File: src/rtl/hazard_pkg.sv
// Shared types and constants for the pipeline hazard / stall controller.
package hazard_pkg;

  // E-stage operand source select; encodings match the datapath mux.
  typedef enum logic [1:0] {
    FWD_RF = 2'b00,  // register file read
    FWD_W  = 2'b01,  // W-stage result
    FWD_M  = 2'b10   // M-stage ALU result
  } fwd_sel_t;

  // Miss sequencing states.
  typedef enum logic [1:0] {
    RUN   = 2'd0,
    DMISS = 2'd1,
    IMISS = 2'd2
  } ctrl_state_t;

  // ResultSrc encoding that marks a load in E.
  localparam logic [1:0] RESULT_SRC_LOAD = 2'b01;

endpackage

File: src/rtl/fwd_unit.sv
// Forwarding comparator for one E-stage source operand.
// The M stage wins over W because it holds the younger write; x0 is never forwarded.
module fwd_unit
  import hazard_pkg::*;
#(
  parameter int REG_ADDR_W = 5
) (
  input  logic [REG_ADDR_W-1:0] rs_e,
  input  logic [REG_ADDR_W-1:0] rd_m,
  input  logic [REG_ADDR_W-1:0] rd_w,
  input  logic                  reg_write_m,
  input  logic                  reg_write_w,
  output fwd_sel_t              sel
);

  logic hit_m;
  logic hit_w;

  assign hit_m = reg_write_m && (rd_m != '0) && (rd_m == rs_e);
  assign hit_w = reg_write_w && (rd_w != '0) && (rd_w == rs_e);

  // Pick the youngest in-flight producer of this operand.
  always_comb begin
    sel = FWD_RF;
    if (hit_m) begin
      sel = FWD_M;
    end else if (hit_w) begin
      sel = FWD_W;
    end
  end

endmodule

File: src/rtl/hazard_ctrl.sv
// Hazard and stall controller for the five-stage cached core: bank enables,
// registered active-low bank flushes, E-stage forwarding selects, cache-miss
// sequencing and a stalled-fetch cycle counter.
module hazard_ctrl
  import hazard_pkg::*;
#(
  parameter int DATA_WIDTH = 32,
  parameter int REG_ADDR_W = 5
) (
  input  logic                  clk,
  input  logic                  rst,
  input  logic [REG_ADDR_W-1:0] Rs1_d,
  input  logic [REG_ADDR_W-1:0] Rs2_d,
  input  logic [REG_ADDR_W-1:0] Rs1_e,
  input  logic [REG_ADDR_W-1:0] Rs2_e,
  input  logic [REG_ADDR_W-1:0] Rd_e,
  input  logic [1:0]            ResultSrc_e,
  input  logic                  PCSrc_e,
  input  logic [REG_ADDR_W-1:0] Rd_m,
  input  logic [REG_ADDR_W-1:0] Rd_w,
  input  logic                  RegWrite_m,
  input  logic                  RegWrite_w,
  input  logic                  dmiss_m,
  input  logic                  dready,
  input  logic                  imiss_f,
  input  logic                  iready,
  output logic                  en_f,
  output logic                  en_d,
  output logic                  en_e,
  output logic                  en_m,
  output logic                  en_w,
  output logic                  flush_n_d,
  output logic                  flush_n_e,
  output logic                  flush_n_w,
  output logic [1:0]            ForwardA_e,
  output logic [1:0]            ForwardB_e,
  output logic [DATA_WIDTH-1:0] stall_cycles
);

  ctrl_state_t           state_reg;
  logic                  flush_n_d_reg;
  logic                  flush_n_e_reg;
  logic                  flush_n_w_reg;
  logic [DATA_WIDTH-1:0] stall_cycles_reg;

  logic dmiss_stall;
  logic branch_flush;
  logic rd_e_hit;
  logic load_use;
  logic imiss_active;
  logic imiss_stall;

  // Classify this cycle's hazard; each event masks everything below it
  // (D-miss > branch > load-use > I-miss).
  always_comb begin
    // A new miss in M always stalls, even while another refill is
    // finishing; an outstanding D refill stalls until dready.
    dmiss_stall  = dmiss_m | ((state_reg == DMISS) & ~dready);
    // While everything is frozen the branch in E is held and re-presents
    // after the refill, so it is only acted on outside a D-miss stall.
    branch_flush = PCSrc_e & ~dmiss_stall;
    rd_e_hit     = (Rd_e != '0) & ((Rd_e == Rs1_d) | (Rd_e == Rs2_d));
    load_use     = (ResultSrc_e == RESULT_SRC_LOAD) & rd_e_hit
                   & ~dmiss_stall & ~PCSrc_e;
    imiss_active = (state_reg == IMISS) | ((state_reg == RUN) & imiss_f);
    imiss_stall  = imiss_active & ~dmiss_stall & ~branch_flush & ~load_use;
  end

  // Bank enables: D-miss freezes the whole pipe, load-use holds F/D,
  // I-miss holds only the PC while the back end drains.
  assign en_f = ~rst & ~dmiss_stall & ~load_use & ~imiss_stall;
  assign en_d = ~rst & ~dmiss_stall & ~load_use;
  assign en_e = ~rst & ~dmiss_stall;
  assign en_m = ~rst & ~dmiss_stall;
  assign en_w = ~rst & ~dmiss_stall;

  // Flushes come straight from flops; reset forces them active so every
  // bank is cleared while rst is held.
  assign flush_n_d = flush_n_d_reg & ~rst;
  assign flush_n_e = flush_n_e_reg & ~rst;
  assign flush_n_w = flush_n_w_reg & ~rst;

  // One comparator per E-stage source operand (0 = Rs1, 1 = Rs2).
  logic [REG_ADDR_W-1:0] rs_e [2];
  fwd_sel_t              fwd_sel [2];

  assign rs_e[0] = Rs1_e;
  assign rs_e[1] = Rs2_e;

  generate
    for (genvar gi = 0; gi < 2; gi++) begin : g_fwd
      fwd_unit #(
        .REG_ADDR_W (REG_ADDR_W)
      ) u_fwd (
        .rs_e        (rs_e[gi]),
        .rd_m        (Rd_m),
        .rd_w        (Rd_w),
        .reg_write_m (RegWrite_m),
        .reg_write_w (RegWrite_w),
        .sel         (fwd_sel[gi])
      );
    end
  endgenerate

  assign ForwardA_e = rst ? FWD_RF : fwd_sel[0];
  assign ForwardB_e = rst ? FWD_RF : fwd_sel[1];

  // Miss sequencer plus the registered flush pulses (trigger in cycle n
  // holds the bank clear from edge n+1 to edge n+2).
  always_ff @(posedge clk or posedge rst) begin
    if (rst) begin
      state_reg     <= RUN;
      flush_n_d_reg <= 1'b1;
      flush_n_e_reg <= 1'b1;
      flush_n_w_reg <= 1'b1;
    end else begin
      // D receives a bubble on a taken branch and on every I-miss stall.
      flush_n_d_reg <= ~(branch_flush | imiss_stall);
      // E receives a bubble on a taken branch and behind a load-use hold.
      flush_n_e_reg <= ~(branch_flush | load_use);
      // No hazard ever needs to kill the M/W bank; a D-miss hold just
      // re-writes the same value into the register file.
      flush_n_w_reg <= 1'b1;

      case (state_reg)
        RUN: begin
          if (dmiss_m) begin
            state_reg <= DMISS;
          end else if (imiss_f) begin
            state_reg <= IMISS;
          end
        end
        DMISS: begin
          // A miss arriving with dready starts a fresh refill.
          if (dready && !dmiss_m) begin
            state_reg <= RUN;
          end
        end
        IMISS: begin
          // A data miss overrides the instruction refill in progress.
          if (dmiss_m) begin
            state_reg <= DMISS;
          end else if (iready) begin
            state_reg <= RUN;
          end
        end
        default: begin
          state_reg <= RUN;
        end
      endcase
    end
  end

  // Count every cycle the fetch stage is held; wraps naturally.
  always_ff @(posedge clk or posedge rst) begin
    if (rst) begin
      stall_cycles_reg <= '0;
    end else if (!en_f) begin
      stall_cycles_reg <= stall_cycles_reg + DATA_WIDTH'(1);
    end
  end

  assign stall_cycles = stall_cycles_reg;

endmodule

File: config.mk
export PLATFORM = sky130hd
export DESIGN_NAME = hazard_ctrl
export DESIGN_NICKNAME = d
export VERILOG_FILES = /design/src/rtl/hazard_pkg.sv /design/src/rtl/fwd_unit.sv /design/src/rtl/hazard_ctrl.sv
export SDC_FILE = /design/constraint.sdc
export NUM_CORES = 1
export LEC_CHECK = 0
export CORE_ASPECT_RATIO = 0.7
export CORE_MARGIN = 2
export CORE_UTILIZATION = 48
export CTS_BUF_LIST = sky130_fd_sc_hd__clkbuf_2 sky130_fd_sc_hd__clkbuf_4 sky130_fd_sc_hd__clkbuf_8
export CTS_CLUSTER_DIAMETER = 50
export DETAILED_ROUTE_END_ITERATION = 12
export PLACE_DENSITY = 0.88
export SYNTH_ARGS = -nofsm -noshare
export SYNTH_HDL_FRONTEND = slang
export SYNTH_SLANG_ARGS = --single-unit
File: constraint.sdc
create_clock -name clk -period 6.3 [get_ports clk]
set_input_delay 1.575 -clock clk [delete_from_list [all_inputs] [get_ports clk]]
set_output_delay 1.575 -clock clk [all_outputs]
set_load 0.05 [all_outputs]
==> out/results.txt, run 1 <==
The flow ran to the end, and the final reports show no timing, DRC or antenna violations. The final worst clock skew is 0.006628 ns, and the number of instances in the synthesized netlist is 223. The library cells used most frequently in the layout, excluding fill and tap cells, are clkdlybuf4s50_1, xor2_1, dfrtp_1.

The maximum level of the CTS H-tree is 2, and the number of port buffers is 89. The highest ir drop seen on vdd came out at 0.0003489 V. After layout, the design draws a total of 0.9961 mW. After detailed routing, the number of remaining DRC violations is 0.

The floorplan step set the die height to 60.46 um. The clock drives 36 sinks. For flop-to-flop paths, the worst setup slack is 4.13 ns. Final design utilization: 74.74%. The summed negative setup slack over all endpoints came out at 0 ns. Clock tree synthesis selected as its root buffer the cell clkbuf_8. The worst min-delay path category was reg2reg. For this run, the detailed router's first-pass iteration total came to 4. The tools report the total area of multi-input combinational cells as 1226 um^2. The power density over cell area is 306.1 nW/um^2. The logs give 2186 um^2 for the post-synthesis instance area and 0 for the max-capacitance violation count. Entering global routing, the biggest net connects 33 pins. The number of pins exceeding their max-slew limit in the final report is 0, and the post-CTS repair timing setup buffer count is 0. The run gives 0 as the quantity of gates resized following cts. In the global route stage, overall resource usage came out at 23.82%.

The run gives 0 as the number of endpoints with negative hold slack in the final report. Of the available clock period, the critical path in the final layout requires 86.08%. Buffers inserted during clock tree synthesis total 5. TritonCTS built the clock tree. Of the synthesized area, sequential elements account for 41.33%. 90 I/O pins were placed.

The final net count was 361; the first-pass GRT wire length was 9508 um. Setup repair after global routing left no endpoint under its margin. At the pin with the least slew margin, the transition time is 0.5207 ns. The count of state elements after synthesis was 36; the final estimated routing congestion in global placement was 0.9432. The first routing iteration left 90 violations.

After synthesis, the mean cell area works out to 9.802 um^2. The clock share of power is 17.9%, and the combinational cell fraction of total power is 47.3%. The startpoint-to-endpoint class of the critical path is in2out. The final critical path time including I/O delays and setup was 5.423 ns.

In this run the deepest clock path goes through 2 buffers. The logs give 1,985 for the number of global-route vias before repair and 0 for the number of nets still failing antenna checks after routing. Hold repair after CTS inserted 0 buffers.

Data arrives at the worst endpoint at 3.85 ns. The final setup violation count is 0, and the fraction of power consumed by sequential logic is 34.8%. The biggest fanout along the worst timing path is 4, and the post-placement cell area is 3157 um^2.

Clock transition at the registers of the reported paths: 0.07 ns. Counting the fill cells in the layout gives 335. The number of unique standard cell types used by synthesis is 40. Insertion delay to the later sink of the worst-skew pair: 0.29 ns. Post-synthesis async set-or-reset flop share: 100.0%.

The highest clock rate was 184.4 MHz; the area occupied by registers was 903.4 um^2. The run gives 1,996 as the total vias in the final route. Headroom to the max-slew limit: 65.18%. The tools report the half-perimeter wire length of the detailed placement result as 4481 um. The commonest register cell after synthesis was dfrtp_1. The number of nets in the synthesized netlist is 270. In the routed layout, each cell is associated on average with a via count of 5.395.

The finished cells cover 3254 um^2. The type of destination of the critical path was a primary output. The flip-flop count of the largest register after layout was 32.

The floorplan step set the die width to 84.66 um. The library cell used most frequently in the layout, excluding fill and tap cells, is clkdlybuf4s50_1. Wires add up to 5642 um. The number of enable flip-flop cells after synthesis is 0, and the die footprint is 5118 um^2. The area overhead of the layout relative to synthesis was 48.88%. In this run the power spent charging and discharging nets is 0.4411 mW. The worst path required time came out at 4.72 ns. The initial utilization of the core area, before any placement, comes to 50.20%. The static leakage is 1.234 nW.

The initialized floorplan defines 20 standard-cell rows. The core region is 4354 um^2. The initial antenna violation count was 0; the switching part of the total was 44.28%. For the internal power, the log shows 0.5550 mW. The worst setup path is launched from a primary input.

During synthesis, Yosys emitted a total of 0 warnings. After global routing the overflow that remains totals 0. The number of antenna repair diodes is 0. In the final layout, the share of cells above drive strength 1 is 8.571%. The average wire per cell in the routed design was 15.25 um.
[metal layers]
layer,vias up,GRT usage [%],wire [um]
li1,957,-,-
met1,962,32.85,2576
met2,64,38.25,2728
met3,13,4.626,231
met4,0,8.844,104
met5,-,0,0
[cells in the mapped netlist, types with 2 or more instances]
master,count,area share (%)
nor4_1,6,1.7
nand4_1,6,1.7
nor2_1,17,2.9
clkbuf_1,2,0.34
and2_1,2,0.57
or4_1,5,1.7
dfstp_2,2,2.4
o21ai_0,2,0.46
nor3_1,19,4.4
nand3_1,14,3.2
a21oi_1,3,0.69
buf_4,4,1.4
or2_2,2,0.57
nand2_1,12,2.1
inv_1,4,0.69
nor2b_1,3,0.86
xnor2_1,14,5.6
xor2_1,47,19
nand4_4,2,1.9
dfrtp_1,34,39
nor3b_1,4,1.4
[through the flow]
step,cells,hold WS [ns],setup WS [ns]
after detailed placement,362,0.4712,0.8844
after floorplan,223,0.4519,0.4354
final,370,0.4720,0.8769
after global routing,370,0.5226,0.7436
after global placement,362,0.4558,1.010
after CTS,370,0.4851,0.8858
[area by class of cell]
type	count	share of cell area [%]
Multi-Input combinational cell	175	37.68
Timing Repair Buffer	92	28.99
Sequential cell	36	27.76
Clock buffer	8	2.999
Tap cell	55	2.115
Inverter	4	0.4614
[cell families after synthesis]
| group | count (synthesis) | share of synthesized area, % |
|---|---|---|
| DFF | 36 | 41.33 |
| adders and majority gates | 1 | 0.5723 |
| AOI/OAI and AO/OA | 12 | 3.549 |
| and+or+nand+nor | 100 | 26.45 |
| xor gates and xnor gates | 61 | 24.44 |
| muxes | 1 | 0.5151 |
| buffers and inverters | 12 | 3.148 |
[critical path, stage by stage]
cell and delay [ns]:
clkdlybuf4s50_1 0.48, or4_1 0.55, o21ai_0 0.39, nor4_1 0.12, clkdlybuf4s50_1 0.72
[power by group through the flow]
stage | Clock (mW) | Sequential [mW] | Combinational (mW)
floorplan | 0 | 0.502 | 0.140
global placement | 0 | 0.345 | 0.463
detailed placement | 0 | 0.349 | 0.472
CTS | 0.181 | 0.346 | 0.473
global route | 0.194 | 0.356 | 0.496
finish | 0.178 | 0.347 | 0.471
[worst paths after layout]
kind / from / to / cells past startpoint
worst max-delay path: Rd_m[0] / ForwardB_e[1] / 5
min in group asynchronous: rst / state_reg[1] / 3
worst max register to register: state_reg[0] / stall_cycles[1] / 6
max in group asynchronous: rst / stall_cycles[11] / 3
worst min register to register: stall_cycles[31] / stall_cycles[31] / 1
worst min-delay path: stall_cycles[31] / stall_cycles[31] / 1
Power figures use the tool's default switching activity.
==> inputs of run 2 (changes only) <==
--- a/config.mk
+++ b/config.mk
@@ -7,11 +7,11 @@
 export LEC_CHECK = 0
 export CORE_ASPECT_RATIO = 0.7
 export CORE_MARGIN = 2
-export CORE_UTILIZATION = 48
+export CORE_UTILIZATION = 44
 export CTS_BUF_LIST = sky130_fd_sc_hd__clkbuf_2 sky130_fd_sc_hd__clkbuf_4 sky130_fd_sc_hd__clkbuf_8
 export CTS_CLUSTER_DIAMETER = 50
 export DETAILED_ROUTE_END_ITERATION = 12
-export PLACE_DENSITY = 0.88
+export PLACE_DENSITY = 0.82
 export SYNTH_ARGS = -nofsm -noshare
 export SYNTH_HDL_FRONTEND = slang
 export SYNTH_SLANG_ARGS = --single-unit
==> constraint.sdc (replaced) <==
create_clock -name clk -period 5.3 [get_ports clk]
set_input_delay 1.325 -clock clk [delete_from_list [all_inputs] [get_ports clk]]
set_output_delay 1.325 -clock clk [all_outputs]
set_load 0.05 [all_outputs]
==> run 2 against run 1 <==
  * Setup slack got worse by 0.48 ns
  * Sequential cell count did not move
  * Clock skew down 0.0040 ns
  * Hold slack improved by 0.0015 ns
  * Global-route usage decreased by 3.4 points
  * Core utilization decreased by 5.6 points
  * Highest routed layer unchanged
  * Non-clock buffer count stayed put
  * Wire length shrank 6.7%
  * Final cell count increased by 3.8%
  * Cell area rose by 1.5%
  * Sequential share of layout area is 0.42 points lower
==> out/results.txt, run 2 (synthesis gave the netlist of run 1 again) <==
Of the total power, combinational logic draws 45.4%. Cell internal power was estimated by the tool at 0.7099 mW. In this run the worst hold path is classified as reg2reg. The number of buffers and inverters on the critical path was 2; the final net count was 361.

The cell with the largest stage delay on the worst path is clkdlybuf4s50_1. The initial utilization of the core area, before any placement, comes to 45.71%. After global routing the overflow that remains totals 0. The final critical path time including I/O delays and setup is 4.899 ns, and the number of global-route vias before repair is 1,875. The tools report the number of nets still failing antenna checks after routing as 0.

Detailed placement ended at an HPWL of 4085 um. In this run the core area contains 21 standard-cell rows. In this design, the stage delay of the slowest critical-path cell is 0.73 ns.

The H-tree was split into 2 levels. Number of endpoints with negative hold slack in the final report: 0. Dividing the detail-routed wire length by the instance count gives 13.71 um. Net switching is 42.30% of the power.

The region available for standard cell placement spans 4782 um^2. The run gives 0.9181 as the final estimated routing congestion in global placement. Setup repair after global routing left no endpoint under its margin. For this run, design rule violations remaining after detail routing come to 0. The run gives 0 as the count of hold buffers inserted by post-cts repair.

The flow ran to the end, and the final reports show no timing, DRC or antenna violations. The quantity of gates resized following cts was 0. For the headroom to the max-slew limit, the log shows 65.28%. The run gives 0.002643 ns as the final worst clock skew. The logs give 0 for the initial antenna violation count and 204.1 MHz for the highest clock rate. The first global-routing pass estimated 8901 um of wire. Walking the worst path, the cells encountered are clkdlybuf4s50_1, or4_1, o21ai_0, nor4_1, clkdlybuf4s50_1.

The worst setup path is launched from a primary input. TritonCTS built the clock tree. The endpoint arrival time on the critical path is 3.57 ns, and the share of layout cells above drive strength 1 is 8.889%.

The area overhead of the layout relative to synthesis is 51.17%, and the number of fill cells is 391. The max-capacitance violation count was 0. The die footprint was 5557 um^2. For this design the top-level I/O count stands at 90. Startpoint-to-endpoint class of the critical path: in2out.

Clock tree synthesis selected as its root buffer the cell clkbuf_8. The die is 62.97 um tall. Among cell families on the critical path, the largest total delay comes from buffers and inverters. The power density over cell area is 372.3 nW/um^2. The analysis attributes to net switching a power of 0.5204 mW. The maximum root-to-sink buffer count is 2, and the insertion delay to the later sink of the worst-skew pair is 0.28 ns.

Along the worst path, the maximum fanout reaches 4. The transition time at the pin with the least slew margin is 0.5191 ns, and the wire length after detailed routing is 5263 um. Across all layers, the routed design uses 1,915 vias. Once the clock tree was built, the setup fixing pass inserted 0 buffers. The highest ir drop seen on vdd is 0.0004089 V. Leading cell type in the layout, fill and taps excluded: clkdlybuf4s50_1.

The clock network is responsible for 21.4% of the overall power. The run gives 3.19 ns as the worst reg-to-reg setup slack. The final setup violation count is 0, and the fraction of power consumed by sequential logic is 33.1%. The run gives 20.39% as the aggregate global-route resource usage. The die extent in x is 88.25 um, and the number of DRC markers after the initial detailed-route iteration is 87. Entering global routing, the biggest net connects 33 pins. The tools report the post-placement cell area as 3178 um^2. The analysis attributes to cell leakage a power of 1.241 nW.

Leaving out fill and tap cells, the most frequent cells in the layout are clkdlybuf4s50_1, xor2_1, dfrtp_1. The count of buffers added on input and output ports is 89. The average via count per standard cell works out to 4.987. The cell that appears most often on the critical path is clkdlybuf4s50_1. The run gives 4 as the number of search-and-repair iterations in the first detailed-routing pass. At the worst endpoint, the required time is 3.97 ns. Cell area after layout: 3304 um^2. For the total CTS buffers, the log shows 5.

The worst setup path is captured at a primary output. Number of pins exceeding their max-slew limit in the final report: 0. After clock tree synthesis, the clock-pin slew on the worst setup and hold paths is 0.07 ns. Counting every sink on the clock net gives 36. The register with the most flip-flops in the layout has 32 of them. For the number of antenna repair diodes, the log shows 0. The final critical path takes up 92.44% of the cycle.

The summed negative setup slack over all endpoints was 0 ns.
[run 2: cell count changes in the layout (fill, tap and decap cells not counted), sizes merged]
cell	delta
bufinv	+1
clkbuf	-1
clkinvlp	+1
inv	-1
[run 2: final cells by class]
type | count | area [um^2] | area share, %
tap | 69 | 86.33 | 2.613
clock inverter | 1 | 30.03 | 0.9087
sequential | 36 | 903.4 | 27.34
multi-input combinational | 175 | 1226 | 37.11
inverter | 4 | 18.77 | 0.5680
timing repair buffer | 92 | 943.4 | 28.55
clock buffer | 7 | 96.34 | 2.916
[run 2: power groups by stage]
stage | Combinational [mW] | Clock, mW | Sequential (mW)
floorplan | 0.166 | 0 | 0.597
global placement | 0.552 | 0 | 0.411
detailed placement | 0.560 | 0 | 0.410
CTS | 0.563 | 0.268 | 0.407
global route | 0.592 | 0.283 | 0.419
finish | 0.559 | 0.264 | 0.408
[run 2: final timing paths]
path | from | end | cells past startpoint
worst min-delay path | stall_cycles[31] | stall_cycles[31] | 1
worst min register to register | stall_cycles[31] | stall_cycles[31] | 1
max in group asynchronous | rst | flush_n_e_reg | 3
min in group asynchronous | rst | stall_cycles[30] | 3
worst max register to register | stall_cycles[2] | stall_cycles[31] | 6
worst max-delay path | Rd_m[0] | ForwardB_e[1] | 5
[run 2: per-layer routing]
| layer | share of wire, % | global-route usage [%] |
|---|---|---|
| met4 | 0.15 | 3.409 |
| met2 | 46 | 30.92 |
| met3 | 3.7 | 4.491 |
| met1 | 50 | 30.27 |
| met5 | 0 | 0 |
[run 2: per-stage QoR]
step / utilization (%) / power, mW / cells / worst slack (ns) / hold slack [ns]
finish: 69.10 / 1.230 / 384 / 0.4009 / 0.4736
global route: 69.10 / 1.293 / 384 / 0.2485 / 0.4973
CTS: 69.10 / 1.239 / 384 / 0.4396 / 0.4775
detailed placement: 66.46 / 0.9701 / 376 / 0.4444 / 0.4682
global placement: 66.46 / 0.9634 / 376 / 0.4971 / 0.4573
floorplan: - / 0.7630 / 223 / 0.4971 / 0.4519
[run 2: worst reg2reg max path, cell delays in order, from the launching register on]
cell     delay, ns
dfrtp_1       0.45
and4_4        0.28
and3_4        0.20
and4_1        0.45
nand4_4       0.19
nor4_2        0.30
xor2_1        0.16
==> inputs of run 3 (changes only) <==
==> constraint.sdc (replaced) <==
create_clock -name clk -period 5.3 [get_ports clk]
set_input_delay 1.06 -clock clk [delete_from_list [all_inputs] [get_ports clk]]
set_output_delay 1.06 -clock clk [all_outputs]
set_load 0.05 [all_outputs]
==> run 3 against run 2 <==
  * Count of clock-buffer cells in the layout rose by 1
  * Sequential share of layout area rose by 0.38 points
  * Critical path depth did not move
  * Clock power fell by 21%
  * Sequential cell count did not move
  * Non-clock buffer count did not move
  * Critical endpoint unchanged
  * Largest cell class unchanged
  * Largest power group unchanged
  * Highest routed layer unchanged
==> out/results.txt, run 3 (synthesis gave the netlist of run 1 again) <==
For the number of pins exceeding their max-slew limit in the final report, the log shows 0. The first detailed-routing pass ran for 4 iterations. For this design, the slowest cell found on the critical path is clkdlybuf4s50_1. The area of the core came out at 4782 um^2. Max-cap violations in this run came to 0.

The die covers 5557 um^2. The worst setup path is launched from a primary input. The run gives 34.9% as the fraction of power consumed by sequential logic. The post-layout instance count excluding filler cells came out at 384.

The critical path goes through clkdlybuf4s50_1, or4_1, o21ai_0, nor4_1, clkdlybuf4s50_1. The tools report the number of global-route vias before repair as 1,894. Fill cells in the final layout number 385.

The tools report the wire length after detailed routing as 5366 um. The summed negative setup slack over all endpoints was 0 ns; the number of DRC markers after the initial detailed-route iteration was 136. The final setup violation count is 0. The most used cell along the critical path is clkdlybuf4s50_1.

After routing the design area is 3259 um^2. The tools report the maximum level of the CTS H-tree as 2. Counting cells, the worst reg-to-reg path comes to 6.

The floorplan die height came out at 62.97 um. The run finished with clean final reports. The initial antenna violation count was 0; the number of nets still failing antenna checks after routing was 0. The run gives 1226 um^2 as the total area of multi-input combinational cells. After detailed routing, no signal wire sits above met4. The logs give 0.005654 ns for the final worst clock skew and 0 for the number of antenna repair diodes.

The reg-to-reg critical path endpoint was stall_cycles[24]. The switching part of the total came out at 43.79%. The share of layout cells above drive strength 1 is 8.571%, and the area overhead of the layout relative to synthesis is 49.11%. Post-CTS repair changed the size of 0 cells. Per report_power, the clock group accounts for 17.7% of the total. Derived from the worst setup path, the maximum achievable clock frequency is 229.2 MHz. The placed instances occupy a cell area of 3162 um^2. The first global-routing pass estimated 9045 um of wire.

The initial utilization of the core area, before any placement, comes to 45.71%. In the layout the commonest cells are clkdlybuf4s50_1, xor2_1, dfrtp_1. The logs give 0 for the count of hold buffers inserted by post-cts repair and 5 for the total CTS buffers. The tools report the total power draw as 1.172 mW. The tools report the count of pins on the block boundary as 90.

TritonCTS built the clock tree. Cell internal power was estimated by the tool at 0.6587 mW. The capture point of the worst path was ForwardB_e[1].

Setup repair after global routing left no endpoint under its margin. The worst register-to-register path begins at stall_cycles[2]. For the maximum root-to-sink buffer count, the log shows 2.

Maximum number of pins on one net before global-route repair: 33. CTS placed an instance of clkbuf_8 at the clock tree root. Area occupied by registers: 903.4 um^2. The switching power was 0.5132 mW; the maximum single-stage delay on the critical path was 0.73 ns. Combinational logic burns 47.4% of the power. Transition time at the pin with the least slew margin: 0.5365 ns. For the highest ir drop seen on vdd, the log shows 0.0003674 V.

Buffers placed on the I/O ports in this run total 89. In this run the worst hold path is classified as reg2reg. The placement row count was 21; the post-CTS repair timing setup buffer count was 0. In the routed layout, each cell is associated on average with a via count of 5.109. For the final global-route overflow total, the log shows 0. The clock net in this run drives a total of 36 sinks.

At the end of routability-driven placement, the weighted congestion stood at 0.8984. For the worst setup path, the data required time is 4.24 ns. The insertion delay to the later sink of the worst-skew pair came out at 0.29 ns. Clock-pin slew was measured on the worst setup and hold paths at 0.07 ns. The library cell used most frequently in the layout, excluding fill and tap cells, is clkdlybuf4s50_1. Global routing used 20.78% of the available tracks across all layers. Along the worst path, the maximum fanout reaches 4. Summed over all nets, wire length on met3 after detailed routing comes to 230 um. The wire length on met2 is 2427 um, and the final cycle utilization of the critical path is 82.33%. The logs give 0 for the number of endpoints with negative hold slack in the final report and 361 for the final net count. The setup path with the least slack is of type in2out. Type of destination of the critical path: a primary output. The wire length on met1 was 2624 um; the number of placed instances with taps included was 376. The tools report the endpoint arrival time on the critical path as 3.30 ns.

After detailed routing, the number of remaining DRC violations is 0. Summed over all cells, the static leakage comes to 1.231 nW. The power density over cell area was 359.5 nW/um^2.

Tracing the worst setup path back leads to its startpoint at Rd_m[0]. Detailed placement ended at an HPWL of 4221 um. The die extent in x works out to 88.25 um.

After detailed routing, the average wire length per cell comes to 13.97 um. The register with the most flip-flops in the layout has 32 of them. The routed design could run at a clock period as short as 4.363 ns. The detailed router placed 1,962 vias in this run. Measured against its own limit, the worst slew margin works out to 64.12%. The worst reg-to-reg setup slack came out at 3.16 ns.
run 3: cell count changes in the layout (fill, tap and decap cells not counted), sizes merged:
cell      previous run  this run
bufinv               1         0
clkbuf               7         8
clkinvlp             1         0
inv                  3         4
run 3: critical path, delay by kind of cell:
| kind | cells | cell delay (ns) |
|---|---|---|
| AO/OA/AOI/OAI | 1 | 0.37 |
| buffers and inverters | 2 | 1.21 |
| AND/OR/NAND/NOR | 2 | 0.66 |
run 3: worst min path at each step:
stage                          start               end  slack [ns]  cells after the start
detailed placement  stall_cycles[31]  stall_cycles[31]        0.47                      1
CTS                 stall_cycles[31]  stall_cycles[31]        0.48                      1
global route        stall_cycles[31]  stall_cycles[31]        0.51                      1
global placement    stall_cycles[31]  stall_cycles[31]        0.46                      1
floorplan               state_reg[0]      state_reg[0]        0.45                      1
finish              stall_cycles[31]  stall_cycles[31]        0.47                      1
run 3: area by class of cell:
class | instances | share of cell area [%]
Clock buffer | 8 | 2.994
Inverter | 4 | 0.4607
Multi-Input combinational cell | 175 | 37.62
Sequential cell | 36 | 27.72
Tap cell | 69 | 2.649
Timing Repair Buffer | 92 | 28.56
run 3: layer usage:
metal,global-route usage (%),vias up
met5,0,-
met4,6.439,0
met3,4.756,10
met2,30.83,54
met1,30.03,931
li1,-,967
run 3: per-stage QoR:
step / utilization [%] / setup slack (ns) / hold slack, ns
3_3_place_gp: 66.12 / 1.028 / 0.4572
3_5_place_dp: 66.12 / 0.9656 / 0.4681
6_report: 68.16 / 0.9367 / 0.4716
2_1_floorplan: - / 0.4654 / 0.4519
5_1_grt: 68.16 / 0.7981 / 0.5136
4_1_cts: 68.16 / 0.9643 / 0.4774
run 3: power by group through the flow:
stage	clock network, mW	registers [mW]	logic, mW
final	0.208	0.408	0.556
after global routing	0.228	0.422	0.589
after CTS	0.215	0.408	0.557
after detailed placement	0	0.412	0.555
after global placement	0	0.412	0.550
after floorplan	0	0.597	0.166
